### src/rtl/anim_pkg.sv
// Shared types and constants for the fighter animation sequencer.
// Optional build macro: ANIM_ROM_ADDR_EN (sprite ROM address generation).
package anim_pkg;

  typedef enum logic [2:0] {
    ST_IDLE  = 3'd0,
    ST_WALK  = 3'd1,
    ST_JUMP  = 3'd2,
    ST_PUNCH = 3'd3,
    ST_HURT  = 3'd4
  } anim_state_e;

  localparam logic [1:0] CMD_IDLE  = 2'd0;
  localparam logic [1:0] CMD_WALK  = 2'd1;
  localparam logic [1:0] CMD_JUMP  = 2'd2;
  localparam logic [1:0] CMD_PUNCH = 2'd3;

  localparam int SPR_W = 60;
  localparam int SPR_H = 90;
  localparam int BOX_W = 80;
  localparam int BOX_H = 160;

  function automatic anim_state_e cmd_to_state(input logic [1:0] cmd_v);
    anim_state_e st_v;
    case (cmd_v)
      CMD_IDLE:  st_v = ST_IDLE;
      CMD_WALK:  st_v = ST_WALK;
      CMD_JUMP:  st_v = ST_JUMP;
      CMD_PUNCH: st_v = ST_PUNCH;
      default:   st_v = ST_IDLE;
    endcase
    return st_v;
  endfunction

  function automatic logic is_one_shot(input anim_state_e st_v);
    logic os_v;
    case (st_v)
      ST_JUMP, ST_PUNCH, ST_HURT: os_v = 1'b1;
      default:                    os_v = 1'b0;
    endcase
    return os_v;
  endfunction

endpackage

### src/rtl/fighter_anim_seq_if.sv
// Game-logic <-> animation sequencer signal bundle.
// Optional build macro: ANIM_ROM_ADDR_EN adds the sprite-position/ROM-address signals.
interface fighter_anim_seq_if;
  import anim_pkg::*;

  logic        frame_tick;
  logic [1:0]  cmd;
  logic        cmd_valid;
  logic        cmd_ready;
  logic        facing_left;
  logic        hit;
  anim_state_e anim_state;
  logic [1:0]  frame_idx;
  logic        mirror;
  logic        busy;
  logic        anim_done;
`ifdef ANIM_ROM_ADDR_EN
  logic [9:0]  DrawX;
  logic [9:0]  DrawY;
  logic [9:0]  spr_x;
  logic [9:0]  spr_y;
  logic [12:0] rom_address;
  logic        in_box;
`endif

  modport master (
    output frame_tick, cmd, cmd_valid, facing_left, hit,
`ifdef ANIM_ROM_ADDR_EN
    output DrawX, DrawY, spr_x, spr_y,
    input  rom_address, in_box,
`endif
    input  cmd_ready, anim_state, frame_idx, mirror, busy, anim_done
  );

  modport slave (
    input  frame_tick, cmd, cmd_valid, facing_left, hit,
`ifdef ANIM_ROM_ADDR_EN
    input  DrawX, DrawY, spr_x, spr_y,
    output rom_address, in_box,
`endif
    output cmd_ready, anim_state, frame_idx, mirror, busy, anim_done
  );

endinterface

### src/rtl/anim_rom_addr.sv
// Scales the pixel offset inside the 80x160 on-screen box to the 60x90 sprite ROM, with mirroring.
// Only instantiated when ANIM_ROM_ADDR_EN is defined.
module anim_rom_addr
  import anim_pkg::*;
(
  input  logic        vga_clk,
  input  logic        reset,
  input  logic [9:0]  DrawX,
  input  logic [9:0]  DrawY,
  input  logic [9:0]  spr_x,
  input  logic [9:0]  spr_y,
  input  logic        mirror,
  output logic [12:0] rom_address,
  output logic        in_box
);

  logic [9:0]  rel_x_s;
  logic [9:0]  rel_y_s;
  logic        in_box_s;
  logic [12:0] col_s;
  logic [12:0] row_s;
  logic [12:0] col_sel_s;
  logic [12:0] addr_s;
  logic [12:0] rom_address_r;
  logic        in_box_r;

  // Offset, box test and scaled column/row; pixels left of/above the sprite wrap large and fall outside.
  always_comb begin
    rel_x_s   = DrawX - spr_x;
    rel_y_s   = DrawY - spr_y;
    in_box_s  = (rel_x_s < 10'(BOX_W)) && (rel_y_s < 10'(BOX_H));
    col_s     = 13'((17'(rel_x_s) * 17'(SPR_W)) / 17'(BOX_W));
    row_s     = 13'((17'(rel_y_s) * 17'(SPR_H)) / 17'(BOX_H));
    col_sel_s = mirror ? (13'(SPR_W - 1) - col_s) : col_s;
    if (in_box_s) begin
      addr_s = col_sel_s + (row_s * 13'(SPR_W));
    end else begin
      addr_s = 13'd0;
    end
  end

  // Address register: the ROM downstream samples it on the falling edge.
  always_ff @(posedge vga_clk or posedge reset) begin
    if (reset) begin
      rom_address_r <= 13'd0;
      in_box_r      <= 1'b0;
    end else begin
      rom_address_r <= addr_s;
      in_box_r      <= in_box_s;
    end
  end

  assign rom_address = rom_address_r;
  assign in_box      = in_box_r;

endmodule

### src/rtl/fighter_anim_seq.sv
// Per-fighter animation sequencer: state, frame index and mirror, advanced by frame_tick.
// Optional build macro: ANIM_ROM_ADDR_EN instantiates anim_rom_addr for sprite ROM addressing.
module fighter_anim_seq
  import anim_pkg::*;
#(
  parameter int HOLD_FRAMES  = 6,
  parameter int WALK_FRAMES  = 4,
  parameter int JUMP_FRAMES  = 3,
  parameter int PUNCH_FRAMES = 3,
  parameter int HURT_FRAMES  = 2
) (
  input  logic             vga_clk,
  input  logic             reset,
  fighter_anim_seq_if.slave bus
);

  localparam int HOLD_W = (HOLD_FRAMES > 1) ? $clog2(HOLD_FRAMES) : 1;
  localparam logic [HOLD_W-1:0] HOLD_LAST = HOLD_W'(HOLD_FRAMES - 1);
  localparam logic [1:0] WALK_LAST = 2'(WALK_FRAMES - 1);

  anim_state_e       state_r, next_state_s, cmd_state_s;
  logic [1:0]        frame_r, frame_next_s;
  logic [HOLD_W-1:0] hold_r, hold_next_s;
  logic              mirror_r, mirror_next_s;
  logic              done_r, done_next_s;
  logic              busy_r;
  logic              cmd_ready_s;

  function automatic logic [1:0] last_frame(input anim_state_e st_v);
    logic [1:0] lf_v;
    case (st_v)
      ST_JUMP:  lf_v = 2'(JUMP_FRAMES - 1);
      ST_PUNCH: lf_v = 2'(PUNCH_FRAMES - 1);
      ST_HURT:  lf_v = 2'(HURT_FRAMES - 1);
      default:  lf_v = 2'd0;
    endcase
    return lf_v;
  endfunction

  // Next-state logic: hit beats commands, commands beat ticks; a same-state command changes nothing.
  always_comb begin
    next_state_s  = state_r;
    frame_next_s  = frame_r;
    hold_next_s   = hold_r;
    mirror_next_s = mirror_r;
    done_next_s   = 1'b0;
    cmd_state_s   = cmd_to_state(bus.cmd);
    cmd_ready_s   = ((state_r == ST_IDLE) || (state_r == ST_WALK)) && !bus.hit;

    if (bus.hit) begin
      next_state_s  = ST_HURT;
      frame_next_s  = 2'd0;
      hold_next_s   = '0;
      mirror_next_s = bus.facing_left;
    end else if (bus.cmd_valid && cmd_ready_s && (cmd_state_s != state_r)) begin
      next_state_s  = cmd_state_s;
      frame_next_s  = 2'd0;
      hold_next_s   = '0;
      mirror_next_s = bus.facing_left;
    end else begin
      // Facing is frozen for the whole of a one-shot.
      if (is_one_shot(state_r)) begin
        mirror_next_s = mirror_r;
      end else begin
        mirror_next_s = bus.facing_left;
      end
      if (bus.frame_tick) begin
        if (hold_r == HOLD_LAST) begin
          hold_next_s = '0;
          case (state_r)
            ST_IDLE: frame_next_s = 2'd0;
            ST_WALK: frame_next_s = (frame_r == WALK_LAST) ? 2'd0 : frame_r + 2'd1;
            ST_JUMP, ST_PUNCH, ST_HURT: begin
              if (frame_r == last_frame(state_r)) begin
                next_state_s = ST_IDLE;
                frame_next_s = 2'd0;
                done_next_s  = 1'b1;
              end else begin
                frame_next_s = frame_r + 2'd1;
              end
            end
            default: begin
              next_state_s = ST_IDLE;
              frame_next_s = 2'd0;
            end
          endcase
        end else begin
          hold_next_s = hold_r + HOLD_W'(1);
        end
      end else begin
        hold_next_s = hold_r;
      end
    end
  end

  // State, counters and registered outputs.
  always_ff @(posedge vga_clk or posedge reset) begin
    if (reset) begin
      state_r  <= ST_IDLE;
      frame_r  <= 2'd0;
      hold_r   <= '0;
      mirror_r <= 1'b0;
      done_r   <= 1'b0;
      busy_r   <= 1'b0;
    end else begin
      state_r  <= next_state_s;
      frame_r  <= frame_next_s;
      hold_r   <= hold_next_s;
      mirror_r <= mirror_next_s;
      done_r   <= done_next_s;
      busy_r   <= is_one_shot(next_state_s);
    end
  end

  assign bus.cmd_ready  = cmd_ready_s;
  assign bus.anim_state = state_r;
  assign bus.frame_idx  = frame_r;
  assign bus.mirror     = mirror_r;
  assign bus.busy       = busy_r;
  assign bus.anim_done  = done_r;

`ifdef ANIM_ROM_ADDR_EN
  anim_rom_addr u_rom_addr (
    .vga_clk     (vga_clk),
    .reset       (reset),
    .DrawX       (bus.DrawX),
    .DrawY       (bus.DrawY),
    .spr_x       (bus.spr_x),
    .spr_y       (bus.spr_y),
    .mirror      (mirror_r),
    .rom_address (bus.rom_address),
    .in_box      (bus.in_box)
  );
`endif

endmodule
### src/flat_wrapper.sv
// flat-port wrapper written by rule: the top's interface ports become plain ports
module fighter_anim_seq_flat import anim_pkg::*;
#(
  parameter int HOLD_FRAMES  = 6,
  parameter int WALK_FRAMES  = 4,
  parameter int JUMP_FRAMES  = 3,
  parameter int PUNCH_FRAMES = 3,
  parameter int HURT_FRAMES  = 2
)
  (vga_clk, reset, bus_frame_tick, bus_cmd, bus_cmd_valid, bus_facing_left, bus_hit, bus_cmd_ready, bus_anim_state, bus_frame_idx, bus_mirror, bus_busy, bus_anim_done);
  fighter_anim_seq_if bus_i ();
  input  logic vga_clk;
  input  logic reset;
  input wire logic [$bits(bus_i.frame_tick)-1:0] bus_frame_tick;
  input wire logic [$bits(bus_i.cmd)-1:0] bus_cmd;
  input wire logic [$bits(bus_i.cmd_valid)-1:0] bus_cmd_valid;
  input wire logic [$bits(bus_i.facing_left)-1:0] bus_facing_left;
  input wire logic [$bits(bus_i.hit)-1:0] bus_hit;
  output wire logic [$bits(bus_i.cmd_ready)-1:0] bus_cmd_ready;
  output wire logic [$bits(bus_i.anim_state)-1:0] bus_anim_state;
  output wire logic [$bits(bus_i.frame_idx)-1:0] bus_frame_idx;
  output wire logic [$bits(bus_i.mirror)-1:0] bus_mirror;
  output wire logic [$bits(bus_i.busy)-1:0] bus_busy;
  output wire logic [$bits(bus_i.anim_done)-1:0] bus_anim_done;
  assign bus_i.frame_tick = bus_frame_tick;
  assign bus_i.cmd = bus_cmd;
  assign bus_i.cmd_valid = bus_cmd_valid;
  assign bus_i.facing_left = bus_facing_left;
  assign bus_i.hit = bus_hit;
  assign bus_cmd_ready = bus_i.cmd_ready;
  assign bus_anim_state = bus_i.anim_state;
  assign bus_frame_idx = bus_i.frame_idx;
  assign bus_mirror = bus_i.mirror;
  assign bus_busy = bus_i.busy;
  assign bus_anim_done = bus_i.anim_done;
  fighter_anim_seq #(.HOLD_FRAMES(HOLD_FRAMES), .WALK_FRAMES(WALK_FRAMES), .JUMP_FRAMES(JUMP_FRAMES), .PUNCH_FRAMES(PUNCH_FRAMES), .HURT_FRAMES(HURT_FRAMES)) u_core (.vga_clk(vga_clk), .reset(reset), .bus(bus_i));
endmodule
### config.mk
export PLATFORM = sky130hd
export DESIGN_NAME = fighter_anim_seq_flat
export DESIGN_NICKNAME = d
export VERILOG_FILES = /design/src/rtl/anim_pkg.sv /design/src/rtl/fighter_anim_seq_if.sv /design/src/rtl/anim_rom_addr.sv /design/src/rtl/fighter_anim_seq.sv /design/src/flat_wrapper.sv
export SDC_FILE = /design/constraint.sdc
export NUM_CORES = 1
export LEC_CHECK = 0
export BUFFER_PORTS_ARGS = -buffer_cell sky130_fd_sc_hd__buf_4
export CAP_MARGIN = 40
export CORE_MARGIN = 2
export CORE_UTILIZATION = 46
export CTS_BUF_LIST = sky130_fd_sc_hd__clkbuf_8 sky130_fd_sc_hd__clkbuf_16
export DETAILED_ROUTE_END_ITERATION = 12
export HOLD_SLACK_MARGIN = 0.15
export PLACE_DENSITY = 0.7
export RECOVER_POWER = 25
export SYNTH_ARGS = -nofsm -noshare
export SYNTH_HDL_FRONTEND = slang
export SYNTH_SLANG_ARGS = --single-unit
### constraint.sdc
create_clock -name vga_clk -period 1.93 [get_ports vga_clk]
set_input_delay 0.386 -clock vga_clk [delete_from_list [all_inputs] [get_ports vga_clk]]
set_output_delay 0.386 -clock vga_clk [all_outputs]
set_load 0.03 [all_outputs]
# Word level (Yosys, flattened, before mapping)
# Cells that the tools add are included.
# classes
n_addsub	2
mul	0
n_div	0
order_cmp	0
n_eq_ne	15
n_shift	0
muxes	37
bitwise_logic	0
reduce_logical	14
# op_table
operator	n
$mux W3	9
$mux W2	11
$mux W1	13
$eq A3 B2 Y1 const B	4
$pmux W3 S4	1
$eq A3 B3 Y1 const B	3
$pmux W2 S2	2
$eq A2 B2 Y1 const B	3
$pmux W3 S2	1
$reduce_bool A3 Y1	2
$reduce_or A3 Y1	2
$reduce_or A2 Y1	2
$add A3 B1 Y3 const B	1
$eq A3 B1 Y1 const B	1
$logic_and A1 B1 Y1	3
$logic_not A3 Y1	1
$ne A3 B2 Y1 const B	1
$ne A3 B3 Y1	1
$add A2 B1 Y2 const B	1
$eq A2 B1 Y1 const B	1
$eq A2 B2 Y1	1
$logic_not A2 Y1	1
$reduce_and A2 Y1	1
$logic_not A1 Y1	1
$logic_or A1 B1 Y1	1
# totals
ff_bits	11
latch_bits	0
ramBits	0
rom_bits	0
input_bits	8
out_inout_bits	9
elab_cells	74
mem_count	0

# Depth between registers and ports, before layout
# Gate-level depths: netlist of the first run.
# logic_depth
depth_word	18
depth_mapped	6
ltp_nobuf	5

# Worst setup path before layout of the first run
# OpenSTA, ideal clock, no wires.
# synth_path
path_kind	register -> output
from	register u_core.state_r[2], in the netlist u_core.bus.anim_state[2]
to	output bus_cmd_ready
arrival_time_ps	1415
t_required_ps	1544
setup_slack_ps	129
stages_incl_launch_ff	3
n_path_buf	1
path_cell_list	dfrtp_1 buf_4 nor3_1
# synth_between
elab_chain_cells	3
word_cells_on_any_way	4
cone_classes	eq/ne (1); reduce/logical (3)
# synth_lines
element	line	source
start, declared	fighter_anim_seq.sv:21	anim_state_e state_r, next_state_s, cmd_state_s;
start signal, assigned	fighter_anim_seq.sv:106	state_r <= next_state_s;
$eq A3 B1 Y1 or $logic_not A3 Y1 (tied branches)	fighter_anim_seq.sv:48	cmd_ready_s = ((state_r == ST_IDLE) || (state_r == ST_WALK)) && !bus.hit;
$logic_or A1 B1 Y1 *	fighter_anim_seq.sv:48	
$logic_and A1 B1 Y1 *	fighter_anim_seq.sv:48	
end, declared	flat_wrapper.sv:19	output wire logic [$bits(bus_i.cmd_ready)-1:0] bus_cmd_ready;
# Mark *: on every way between the ends. The rest lies on a longest branch, timed or not.

# Final worst setup path of the first run
# layout_path
from	register u_core.state_r[2], in the netlist u_core.bus.anim_state[2]
to	register u_core.state_r[0], in the netlist u_core.bus.anim_state[0]
# layout_between
elab_chain_cells	15
word_cells_on_any_way	26
cone_classes	eq/ne (6); mux (12); reduce/logical (8)
# layout_lines
element	line	source
$eq A3 B2 Y1	fighter_anim_seq.sv:31, fighter_anim_seq.sv:70	
$reduce_or A2 Y1 (no source line)	n/a	
$pmux W2 S2	fighter_anim_seq.sv:31	case (st_v)
$mux W2	fighter_anim_seq.sv:70	case (state_r)
$mux W2	fighter_anim_seq.sv:68	if (hold_r == HOLD_LAST) begin
$mux W2	fighter_anim_seq.sv:67	if (bus.frame_tick) begin
$mux W2	fighter_anim_seq.sv:55	end else if (bus.cmd_valid && cmd_ready_s && (cmd_state_s != state_r)) begin
$mux W2	fighter_anim_seq.sv:50	if (bus.hit) begin
$eq A2 B2 Y1	fighter_anim_seq.sv:74	if (frame_r == last_frame(state_r)) begin
$mux W3	fighter_anim_seq.sv:74	
$pmux W3 S2	fighter_anim_seq.sv:70	
$mux W3	fighter_anim_seq.sv:68	
$mux W3	fighter_anim_seq.sv:67	
$mux W3 *	fighter_anim_seq.sv:55	
$mux W3 *	fighter_anim_seq.sv:50	
via u_core.next_state_s[0]	fighter_anim_seq.sv:21	
# The timed path passes the listed nets; every way through them passes the cells marked *. The select of a mux whose other input is x is not followed.
# A chain may end at the register's enable or synchronous reset.

==> results of run 1 <==
[registers in the layout, indices dropped and copies added (netlist names)]
register and cells:
u_core.bus.frame_idx 2, u_core.bus.anim_done 1, u_core.bus.anim_state 3, u_core.bus.mirror 1, u_core.bus.busy 1, u_core.hold_r 3
[cell usage after synthesis (3+ instances only)]
cell type	instances
o21ai_0	5
a21oi_1	10
nor2b_1	4
nand2b_1	3
dfrtp_1	11
inv_1	3
nor3_1	3
nand2_1	3
nor2_1	8
[area by class of cell]
type	count	area, um2
Clock inverter	1	3.75
Tap cell	16	20.0
Multi-Input combinational cell	57	380
Sequential cell	11	275
Fill cell	135	619
Inverter	3	11.3
Timing Repair Buffer	16	120
Clock buffer	3	41.3
[cells by family after synthesis]
logic type                 synth area share
AOI/OAI and AO/OA                     0.201
and+or+nand+nor                       0.282
adders and majority gates            0.0178
DFF                                   0.391
buffers and inverters                0.0693
xor gates and xnor gates             0.0249
muxes                                0.0142
[cells in the final DEF, fill, tap and decap left out]
cell,synthesis,layout
dfrtp_1,11,11
o21ai_1,1,1
nand2b_1,3,3
inv_1,3,4
nand4b_4,1,1
o31ai_2,1,1
and3b_2,1,1
a22o_1,1,1
and2b_2,1,1
clkbuf_8,1,3
o31ai_1,1,1
and2b_1,1,1
nor2b_1,4,4
a21oi_1,10,10
mux2i_1,1,1
xor2_1,1,1
nor3_1,3,3
o21bai_1,1,1
nor2_1,8,8
nor3b_1,1,1
nand4b_1,1,1
o31a_1,1,1
o21ai_0,5,5
or3b_1,1,1
clkbuf_4,0,1
nor4b_1,1,1
xnor2_1,1,1
o211ai_1,1,1
nand2_1,3,3
ha_1,1,1
buf_4,1,15
nor4b_2,1,1
a32oi_1,1,1
[final timing paths]
check | end | startpoint | slack (ns) | depth (start not counted)
max | u_core.bus.anim_state[0]$_DFF_PP0_ | u_core.bus.anim_state[2]$_DFF_PP0_ | 0.34 | 4
min | u_core.bus.anim_state[2]$_DFF_PP0_ | reset | 0.14 | 2
max reg2reg | u_core.bus.anim_state[0]$_DFF_PP0_ | u_core.bus.anim_state[2]$_DFF_PP0_ | 0.34 | 4
min reg2reg | u_core.hold_r[1]$_DFFE_PP0P_ | u_core.hold_r[1]$_DFFE_PP0P_ | 0.58 | 2
max in group asynchronous | u_core.hold_r[1]$_DFFE_PP0P_ | reset | 1.49 | 2
min in group vga_clk | u_core.bus.anim_state[0]$_DFF_PP0_ | bus_hit | 0.37 | 2
[routing by layer]
| layer | global-route usage | vias to the layer above | part of all wire | wire (um) |
|---|---|---|---|---|
| met1 | 0.219 | 292 | 0.45 | 629 |
| met5 | 0 | - | 0 | 0 |
| met2 | 0.275 | 16 | 0.48 | 672 |
| met3 | 0.0936 | 2 | 0.064 | 90 |
| li1 | - | 299 | - | - |
| met4 | 0.103 | 0 | 0.011 | 16 |
[critical path, cell delays in order, from the launching register on]
cell	delay, ns
dfrtp_1	0.50
nor4b_2	0.43
o21ai_0	0.15
a21oi_1	0.27
nor2b_1	0.16
[stage by stage]
stage,utilization,power [mW],setup slack [ns],hold slack [ns],area [um2]
6_report,0.579,0.520,0.344,0.138,852
5_1_grt,0.579,0.552,0.150,0.185,852
4_1_cts,0.579,0.531,0.335,0.151,852
3_5_place_dp,0.548,0.298,0.344,0.417,807
3_3_place_gp,0.548,0.296,0.359,0.408,807
2_1_floorplan,-,0.276,0.129,0.238,704
[power by group]
group | leakage, nW | total, mW | switching [mW] | internal, mW
Clock | 0.0269 | 0.227 | 0.0871 | 0.140
Combinational | 0.231 | 0.0502 | 0.0264 | 0.0237
Sequential | 0.139 | 0.244 | 0.00638 | 0.237
Total | 0.397 | 0.520 | 0.120 | 0.401
==> Flow_metrics.wiki, run 1 <==
{| class="wikitable"
! Metric !! Value
|-
| Sum Neg Setup Slack || 0 ns
|-
| Register area share after synthesis || 0.391
|-
| Clock tree sinks || 11
|-
| Leakage power || 0.397 nW
|-
| HPWL after detailed placement || 1050 um
|-
| Final net count || about 100
|-
| Area of the core || approximately 0.0015 mm2
|-
| Residual overflow from global routing || 0
|-
| Maximum fanout encountered on the critical timing path || 13
|-
| Clock transition time at the flip-flop clock pins of the worst setup and hold paths || about 0.05 ns
|-
| Maximum clock skew at final layout || about 0.0072 ns
|-
| RSZ-0062 raised after global routing || no
|-
| Ratio of routed vias to standard cells || 5.69
|-
| Final weighted congestion of routability-driven global placement || approximately 0.75
|-
| Number of global-route vias before repair || 577
|-
| Flip-flop cell with the highest count after synthesis || dfrtp_1
|-
| Maximum number of pins on one net before global-route repair || 14
|-
| Starting density of the core || 0.479
|-
| Remaining antenna violation count || 0
|-
| DIE AREA || 0.00186 mm2
|-
| Number of maximum-capacitance violations || 0
|-
| Overall via count from detail_route || between 600 and 700
|-
| Final cell count without fillers || 107
|-
| Pin slew with the least headroom to its limit || around 0.42 ns
|-
| Final worst path period share || 0.822
|-
| Drc violations || 0
|-
| Arrival time reported for the critical path endpoint || roughly 1.8 ns
|-
| Clock root buffer || clkbuf_8
|-
| Wire length reported by the detailed router || around 1400 um
|-
| Total instance count after detailed placement || between 100 and 150
|-
| Total CTS buffers || 3
|-
| Clock latency at the later pin of the worst-skew pair || approximately 0.24 ns
|-
| Number of input and output port buffers inserted || 16
|-
| DIE WIDTH || roughly 43 um
|-
| Startpoint type of the worst setup path || register
|-
| Layout overhead on the synthesized area || 21.0%
|-
| Critical path start-end classification || register to register
|-
| Clock buffer depth || 2
|-
| Number of gates resized after cts || 0
|-
| Share of flip-flops with an asynchronous set or reset after synthesis || 1.00
|-
| Average detailed-routed wire length per instance || about 13 um
|-
| Number of enable-type register cells in the synthesized netlist || 0
|-
| Buffers inserted by post-CTS timing repair || 0
|-
| CTS H-tree lvls || 1
|-
| Final Slew Violations || 0
|-
| Max Freq || 631 MHz
|-
| Final Hold Viols || 0
|-
| Clock period minus final worst setup slack || between 1.5 and 2 ns
|-
| Element type at the critical path end || register
|-
| Count of different cell masters after synthesis || 34
|-
| Total of warnings raised by yosys || 0
|-
| Largest cells by area after synthesis || dfrtp_1 (39%), a21oi_1 (7.1%), nor2_1 (4.3%)
|-
| Peak supply drop || approximately 0.39 mV
|-
| Length of the first detailed-routing pass in iterations || 4
|-
| Slew headroom || 0.719
|-
| Hold/Removal Path Class || input port to asynchronous set/reset pin
|-
| Mean area per synthesized cell || approximately 9.4 um2
|-
| Global-route wire length before repair || ~2500 um
|-
| # IOs || 17
|-
| Area share of the largest cell type after synthesis || 0.391
|-
| Count of antenna diodes in the layout || 0
|-
| Mapped Nets || 84
|-
| Count of standard-cell rows || 14
|-
| TritonCTS clock tree || done
|-
| Violation count after the first detailed-routing iteration || 15
|-
| Share of final-layout standard cells stronger than drive strength 1 || 0.264
|-
| Req. time, crit path || ~2.1 ns
|-
| Register bit total from synthesis || 11
|-
| Power density relative to cell area || 611 mW/mm2
|-
| Syn Std Cell Area || 704 um2
|-
| Number of hold buffers added after cts || 0
|-
| GRT Util Overall || 0.187
|-
| Initial antenna violation count || 0
|-
| Final setup violation count || 0
|-
| Status || complete, no violations
|-
| Synthesized instance count || 75
|-
| Biggest area consumer among synthesized cells || dfrtp_1
|-
| Die Y-Extent || between 40 and 50 um
|}
Note: power is estimated with default switching activity, not from simulation.
==> run 2, diff against run 1 <==
CORE_UTILIZATION = 45   (was 46)
PLACE_DENSITY = 0.72   (was 0.7)
clock period = 1.4 ns   (was 1.93 ns; I/O delays follow)
==> run 2 against run 1 <==
The flow now finishes with violations (setup timing). Core utilization up 11 points. Total power is 42% higher. Clock power rose by 41%. Cell area is 20% higher. Cell count increased by 11%. Setup slack lost 0.36 ns. Clock skew is 0.0037 ns lower. Non-clock buffer count up 12. Critical path type is now register to output port. Critical endpoint is now bus_cmd_ready. Highest routed layer unchanged.
==> Flow_metrics.wiki, run 2 (same netlist as run 1, synthesis figures left out) <==
{| class="wikitable"
! Metric !! Value
|-
| Status || finished with violations (was complete, no violations)
|-
| Violations in the final reports || setup timing
|-
| Cell count of the worst reg-to-reg path || 7 (was 4)
|-
| Drc violations || 0 (unchanged)
|-
| Hold Path Cell Cnt || 3
|-
| Layout overhead on the synthesized area || 45.3% (was 21.0%)
|-
| Share of final-layout standard cells stronger than drive strength 1 || 0.495 (was 0.264)
|-
| Slew headroom || 0.713 (was 0.719)
|-
| Pin slew with the least headroom to its limit || 0.430 ns (was 0.422 ns)
|-
| Number of maximum-capacitance violations || 0 (unchanged)
|-
| Final Slew Violations || 0 (unchanged)
|-
| TritonCTS clock tree || done (unchanged)
|-
| DP Worst Slack || -0.00636 ns (was 0.344 ns)
|-
| Startpoint of the lowest-slack register-to-register path || u_core.bus.anim_state[2]$_DFF_PP0_ (unchanged)
|-
| Clock period minus final worst setup slack || ~1.4 ns
|-
| Number of global-route vias before repair || 649 (was 577)
|-
| Power density relative to cell area || 724 mW/mm2 (was 611 mW/mm2)
|-
| Final worst path period share || 1.01
|-
| Final-layout fill cell count || 119 (was 135)
|-
| Post-layout total power || 741 uW (was 520 uW)
|-
| Final Hold Viols || 0 (unchanged)
|-
| Total CTS buffers || 3 (unchanged)
|-
| Wire length reported by the detailed router || 1790 um (was 1410 um)
|-
| Average detailed-routed wire length per instance || 15.0 um (was 13.2 um)
|-
| Max Freq || between 700 and 800 MHz
|-
| R2r setup slk || 0 ns (was 0.34 ns)
|-
| DP Area || 903 um2 (was 807 um2)
|-
| Capturing point of the worst reg2reg path || u_core.bus.mirror$_DFFE_PP0P_ (was u_core.bus.anim_state[0]$_DFF_PP0_)
|-
| Maximum fanout encountered on the critical timing path || 4 (was 13)
|-
| Number of input and output port buffers inserted || 16 (unchanged)
|-
| GRT Util Overall || 0.208 (was 0.187)
|-
| Req. time, crit path || 1.12 ns (was 2.11 ns)
|-
| Starting density of the core || 0.473 (was 0.479)
|-
| Min-Delay Startpoint || bus_facing_left
|-
| Ratio of routed vias to standard cells || 5.60 (was 5.69)
|-
| Maximum number of pins on one net before global-route repair || 12 (was 14)
|-
| Remaining antenna violation count || 0 (unchanged)
|-
| Final WS setup || -0.0171 ns (was 0.344 ns)
|-
| Element type at the critical path end || output port (was register)
|-
| Peak supply drop || 0.697 mV (was 0.389 mV)
|-
| Residual overflow from global routing || 0 (unchanged)
|-
| Overall via count from detail_route || 666 (was 609)
|-
| Worst-case hold path end point || u_core.bus.mirror$_DFFE_PP0P_
|-
| Most common cell after layout, fill and taps aside || buf_4 (unchanged)
|-
| Startpoint type of the worst setup path || register (unchanged)
|-
| Clock buffer depth || 2 (unchanged)
|-
| Leakage power || 0.463 nW (was 0.397 nW)
|-
| DIE AREA || 0.00190 mm2 (was 0.00186 mm2)
|-
| Arrival time reported for the critical path endpoint || 1.14 ns (was 1.76 ns)
|-
| Die Y-Extent || 43.6 um (was 43.1 um)
|-
| Clock latency at the later pin of the worst-skew pair || 0.24 ns (about the same)
|-
| Final weighted congestion of routability-driven global placement || 0.812 (was 0.746)
|-
| HPWL after detailed placement || 1180 um (was 1050 um)
|-
| Hold/Removal Path Class || input port to register (was input port to asynchronous set/reset pin)
|-
| Maximum clock skew at final layout || 0.00348 ns (was 0.00722 ns)
|-
| Finished layout cell area || 0.00102 mm2 (was 852 um2)
|-
| Final setup violation count || 2 (was 0)
|-
| Final net count || 113 (was 101)
|-
| Sum Neg Setup Slack || -0.0190 ns (was 0 ns)
|-
| Clock transition time at the flip-flop clock pins of the worst setup and hold paths || 0.05 ns (about the same)
|-
| Commonest cells after routing, fill and taps aside || buf_4 (23), nor2_1 (7), a21oi_1 (6), dfrtp_2 (6), dfrtp_1 (5) (was buf_4 (15), dfrtp_1 (11), a21oi_1 (10))
|-
| CTS H-tree lvls || 1 (unchanged)
|-
| Critical path start-end classification || register to output port (was register to register)
|-
| Global-route wire length before repair || 2900 um (was 2470 um)
|-
| DIE WIDTH || 43.6 um (was 43.1 um)
|-
| Count of antenna diodes in the layout || 0 (unchanged)
|-
| Clock tree sinks || 11 (unchanged)
|-
| Area of the core || 0.00149 mm2 (was 0.00147 mm2)
|-
| Length of the first detailed-routing pass in iterations || 4 (unchanged)
|-
| Clock root buffer || clkbuf_8 (unchanged)
|-
| RSZ-0062 raised after global routing || yes (was no)
|-
| Count of standard-cell rows || 14 (unchanged)
|-
| Initial antenna violation count || 0 (unchanged)
|-
| # IOs || 17 (unchanged)
|-
| Violation count after the first detailed-routing iteration || 17 (was 15)
|}
run 2: cell types whose count changed in the layout (fill, tap and decap cells not counted), moves of 3 or more:
cell,delta
buf_6,+3
a21oi_2,+4
dfrtp_2,+6
a21oi_1,-4
o21ai_0,-3
buf_4,+8
dfrtp_1,-6
run 2: how the worst max path moves through the flow:
| stage | cells past startpoint | end | slack, ns | start |
|---|---|---|---|---|
| global route | 7 | u_core.bus.mirror$_DFFE_PP0P_ | -0.07 | u_core.bus.anim_state[2]$_DFF_PP0_ |
| floorplan | 5 | u_core.bus.anim_state[0]$_DFF_PP0_ | -0.004 | u_core.bus.anim_state[1]$_DFF_PP0_ |
| finish | 3 | bus_cmd_ready | -0.02 | u_core.bus.anim_state[2]$_DFF_PP0_ |
| detailed placement | 5 | u_core.bus.anim_state[0]$_DFF_PP0_ | -0.006 | u_core.bus.frame_idx[0]$_DFFE_PP0P_ |
| global placement | 5 | u_core.bus.anim_state[0]$_DFF_PP0_ | 0.003 | u_core.bus.frame_idx[0]$_DFFE_PP0P_ |
| CTS | 3 | bus_cmd_ready | -0.02 | u_core.bus.anim_state[2]$_DFF_PP0_ |
run 2: routing by layer:
metal	vias to the layer above	GRT usage	part of all wire
met5	-	0	0
met4	0	0.109	0.039
met3	11	0.0250	0.050
met2	26	0.329	0.50
met1	304	0.277	0.41
li1	325	-	-
run 2: what timing repair did:
action / CTS / global route
pin swaps: 1 / 7
setup buffers: 2 / 0
hold buffers: 1 / 0
endpoints found under the hold margin: 11 / 0
endpoints found under the setup margin: 3 / 10
gates resized for setup: 4 / 11
run 2: final cells by class:
cell class / count / area (um2) / share of cell area
Tap cell: 16 / 20.0 / 0.0196
Inverter: 3 / 11.3 / 0.0110
Sequential cell: 11 / 283 / 0.276
Clock buffer: 3 / 41.3 / 0.0403
Clock inverter: 1 / 3.75 / 0.00367
Multi-Input combinational cell: 57 / 440 / 0.430
Timing Repair Buffer: 28 / 224 / 0.219
run 2: through the flow:
stage / utilization / hold WS (ns) / instances
after floorplan: - / 0.132 / 75
after CTS: 0.664 / 0.295 / 119
after global routing: 0.687 / 0.311 / 119
final: 0.687 / 0.295 / 119
after global placement: 0.607 / 0.308 / 112
after detailed placement: 0.607 / 0.313 / 112
run 2: power breakdown:
part           internal (mW)  switching, mW  leakage, nW
combinational         0.0438         0.0443        0.306
clock                  0.193          0.126       0.0269
sequential             0.327        0.00680        0.130
total                  0.564          0.177        0.463
run 2: worst max-delay path, stage by stage (launching register included):
cell and delay, ns:
dfrtp_2 0.44, buf_6 0.14, nor3_4 0.17, buf_6 0.15
==> run 3, diff against run 2 <==
SKIP_LAST_GASP = 1   (was default)
TNS_END_PERCENT = 20   (was default)
==> run 3 against run 2 <==
The flow still finishes with violations (setup timing). First-iteration DRC count fell by 76%. Global-route usage fell by 2.0 points. Clock-buffer cell count did not move. Combinational power fell by 2.5%. Maximum frequency fell by 1.3%. Setup slack got worse by 0.018 ns. Largest cell class unchanged. Largest power group unchanged. Highest routed layer unchanged.
==> Flow_metrics.wiki, run 3 (same netlist as run 1, synthesis figures left out) <==
{| class="wikitable"
! Metric !! Value
|-
| Status || finished with violations (unchanged)
|-
| Violations in the final reports || setup timing (unchanged)
|-
| Count of standard-cell rows || 14 (unchanged)
|-
| Startpoint type of the worst setup path || register (unchanged)
|-
| Area of the core || 0.00149 mm2 (unchanged)
|-
| Maximum number of pins on one net before global-route repair || 12 (unchanged)
|-
| Critical-path cell with the highest stage delay || dfrtp_2 (unchanged)
|-
| Clock tree sinks || 11 (unchanged)
|-
| Leakage power || 0.451 nW (was 0.463 nW)
|-
| Violation count after the first detailed-routing iteration || 4 (was 17)
|-
| Wire length reported by the detailed router || 1590 um (was 1790 um)
|-
| Share of total power consumed by net switching || 0.238 (was 0.239)
|-
| DP Worst Slack || -0.0247 ns (was -0.00636 ns)
|-
| Slew headroom || 0.723 (was 0.713)
|-
| Final worst path period share || 1.03 (was 1.01)
|-
| Global-route wire length before repair || 2640 um (was 2900 um)
|-
| Ratio of routed vias to standard cells || 5.50 (was 5.60)
|-
| Commonest cells after routing, fill and taps aside || buf_4 (25), a21oi_1 (10), nor2_1 (8) (was buf_4 (23), nor2_1 (7), a21oi_1 (6), dfrtp_2 (6), dfrtp_1 (5))
|-
| # IOs || 17 (unchanged)
|-
| Combinational share of power || 0.116 (was 0.119)
|-
| HPWL after detailed placement || 1250 um (was 1180 um)
|-
| Clock root buffer || clkbuf_8 (unchanged)
|-
| Peak supply drop || 0.609 mV (was 0.697 mV)
|-
| Worst path cell trace || buf_4 -> nor3_4 -> buf_6 (was buf_6 -> nor3_4 -> buf_6)
|-
| Clock transition time at the flip-flop clock pins of the worst setup and hold paths || 0.05 ns (about the same)
|-
| Most common cell after layout, fill and taps aside || buf_4 (unchanged)
|-
| Number of input and output port buffers inserted || 16 (unchanged)
|-
| Part of the power in registers || 0.448 (was 0.451)
|-
| Total CTS buffers || 3 (unchanged)
|-
| Drc violations || 0 (unchanged)
|-
| Req. time, crit path || 1.12 ns (about the same)
|-
| Final weighted congestion of routability-driven global placement || 0.788 (was 0.812)
|-
| Clock period minus final worst setup slack || 1.44 ns (was 1.42 ns)
|-
| DP Area || 906 um2 (was 903 um2)
|-
| Finished layout cell area || 975 um2 (was 0.00102 mm2)
|-
| Residual overflow from global routing || 0 (unchanged)
|-
| Initial antenna violation count || 0 (unchanged)
|-
| Post-layout total power || 743 uW (was 741 uW)
|-
| Overall via count from detail_route || 654 (was 666)
|-
| DIE AREA || 0.00190 mm2 (unchanged)
|-
| GRT Util Overall || 0.187 (was 0.208)
|-
| Clock latency at the later pin of the worst-skew pair || 0.24 ns (about the same)
|-
| Largest stage delay on the critical path || 0.44 ns (about the same)
|-
| Remaining antenna violation count || 0 (unchanged)
|-
| Final cell count without fillers || 119 (unchanged)
|-
| DIE WIDTH || 43.6 um (unchanged)
|-
| TritonCTS clock tree || done (unchanged)
|-
| Maximum clock skew at final layout || 0.00339 ns (was 0.00348 ns)
|-
| Final WS setup || -0.0354 ns (was -0.0171 ns)
|-
| R2r setup slk || -0.03 ns (was 0 ns)
|-
| Die Y-Extent || 43.6 um (unchanged)
|-
| Final net count || 113 (unchanged)
|-
| Kind of cell with the highest combined delay on the critical path || flip-flops (unchanged)
|-
| Clock Power Share || 0.436 (was 0.430)
|-
| Final-layout fill cell count || 123 (was 119)
|-
| Number of maximum-capacitance violations || 0 (unchanged)
|-
| Share of final-layout standard cells stronger than drive strength 1 || 0.398 (was 0.495)
|-
| Pin slew with the least headroom to its limit || 0.415 ns (was 0.430 ns)
|-
| Starting density of the core || 0.473 (unchanged)
|-
| Count of antenna diodes in the layout || 0 (unchanged)
|-
| Final Hold Viols || 0 (unchanged)
|-
| Number of buffer and inverter instances along the worst setup path || 2 (unchanged)
|-
| Final setup violation count || 2 (unchanged)
|-
| CTS H-tree lvls || 1 (unchanged)
|-
| RSZ-0062 raised after global routing || yes (unchanged)
|-
| Hold/Removal Path Class || input port to register (unchanged)
|-
| Average detailed-routed wire length per instance || 13.4 um (was 15.0 um)
|-
| Clock buffer depth || 2 (unchanged)
|-
| Length of the first detailed-routing pass in iterations || 4 (unchanged)
|-
| Arrival time reported for the critical path endpoint || 1.16 ns (was 1.14 ns)
|-
| Max Freq || 697 MHz (was 706 MHz)
|-
| Total instance count after detailed placement || 113 (was 112)
|-
| Total net switching power || 177 uW (about the same)
|-
| Element type at the critical path end || output port (unchanged)
|-
| Final Slew Violations || 0 (unchanged)
|-
| Maximum fanout encountered on the critical timing path || 5 (was 4)
|-
| Layout overhead on the synthesized area || 38.4% (was 45.3%)
|-
| Number of global-route vias before repair || 609 (was 649)
|-
| Power density relative to cell area || 763 mW/mm2 (was 724 mW/mm2)
|-
| Critical path start-end classification || register to output port (unchanged)
|-
| Cell internal pwr || 566 uW (was 564 uW)
|}
## run 3: cell count changes in the layout (fill, tap and decap cells not counted), moves of 2 or more
cell     before  now
a21oi_1       6   10
o21ai_0       2    4
buf_6         3    1
buf_4        23   25
dfrtp_2       6    4
a21oi_2       4    0
dfrtp_1       5    7
## run 3: power groups by stage
stage | registers, mW | clock network (mW) | logic, mW
after global placement | 0.338 | 0 | 0.0824
after global routing | 0.334 | 0.336 | 0.0942
final | 0.333 | 0.324 | 0.0859
after detailed placement | 0.339 | 0 | 0.0849
after floorplan | 0.345 | 0 | 0.0372
after CTS | 0.333 | 0.329 | 0.0873
## run 3: layout make-up
class,count,area [um2],area share
clock buffers,3,41.3,0.0424
clock inverters,1,5.00,0.00513
inverters,3,11.3,0.0116
multi-input cells,57,400,0.411
flip-flops and latches,11,280,0.288
well taps,16,20.0,0.0205
repair buffers,28,216,0.222
## run 3: repair_timing
action / CTS / global route
hold buffers: 1 / 0
hold endpoints to repair: 11 / 0
pin swaps: 0 / 0
resized for setup: 2 / 0
setup buffers: 1 / 0
endpoints found under the setup margin: 2 / 9
## run 3: tightest hold or removal path, cell delays in order
cell and delay, ns:
buf_4 0.11, inv_1 0.04, a21oi_1 0.05
## run 3: metal layers
| layer | vias to the layer above | share of wire | GRT usage |
|---|---|---|---|
| met5 | - | 0 | 0 |
| met2 | 17 | 0.50 | 0.282 |
| met1 | 311 | 0.44 | 0.257 |
| met3 | 4 | 0.048 | 0.0333 |
| li1 | 322 | - | - |
| met4 | 0 | 0.013 | 0.0970 |
## run 3: path summary, 6_finish.rpt
path	from	endpoint	cells past startpoint
setup / recovery	u_core.bus.anim_state[2]$_DFF_PP0_	bus_cmd_ready	3
hold / removal	bus_facing_left	u_core.bus.mirror$_DFFE_PP0P_	3
setup reg to reg	u_core.hold_r[1]$_DFFE_PP0P_	u_core.bus.busy$_DFF_PP0_	5
hold reg to reg	u_core.bus.frame_idx[0]$_DFFE_PP0P_	u_core.bus.frame_idx[0]$_DFFE_PP0P_	2
max in group asynchronous	reset	u_core.bus.anim_state[0]$_DFF_PP0_	3
min in group asynchronous	reset	u_core.hold_r[2]$_DFFE_PP0P_	3
## run 3: metrics by stage
stage	hold WS, ns	util	TNS (ns)
5_1_grt	0.304	0.655	-0.761
3_3_place_gp	0.301	0.608	0
2_1_floorplan	0.132	-	-0.0375
6_report	0.293	0.655	-0.0680
3_5_place_dp	0.304	0.608	-0.0247
4_1_cts	0.294	0.655	-0.0781
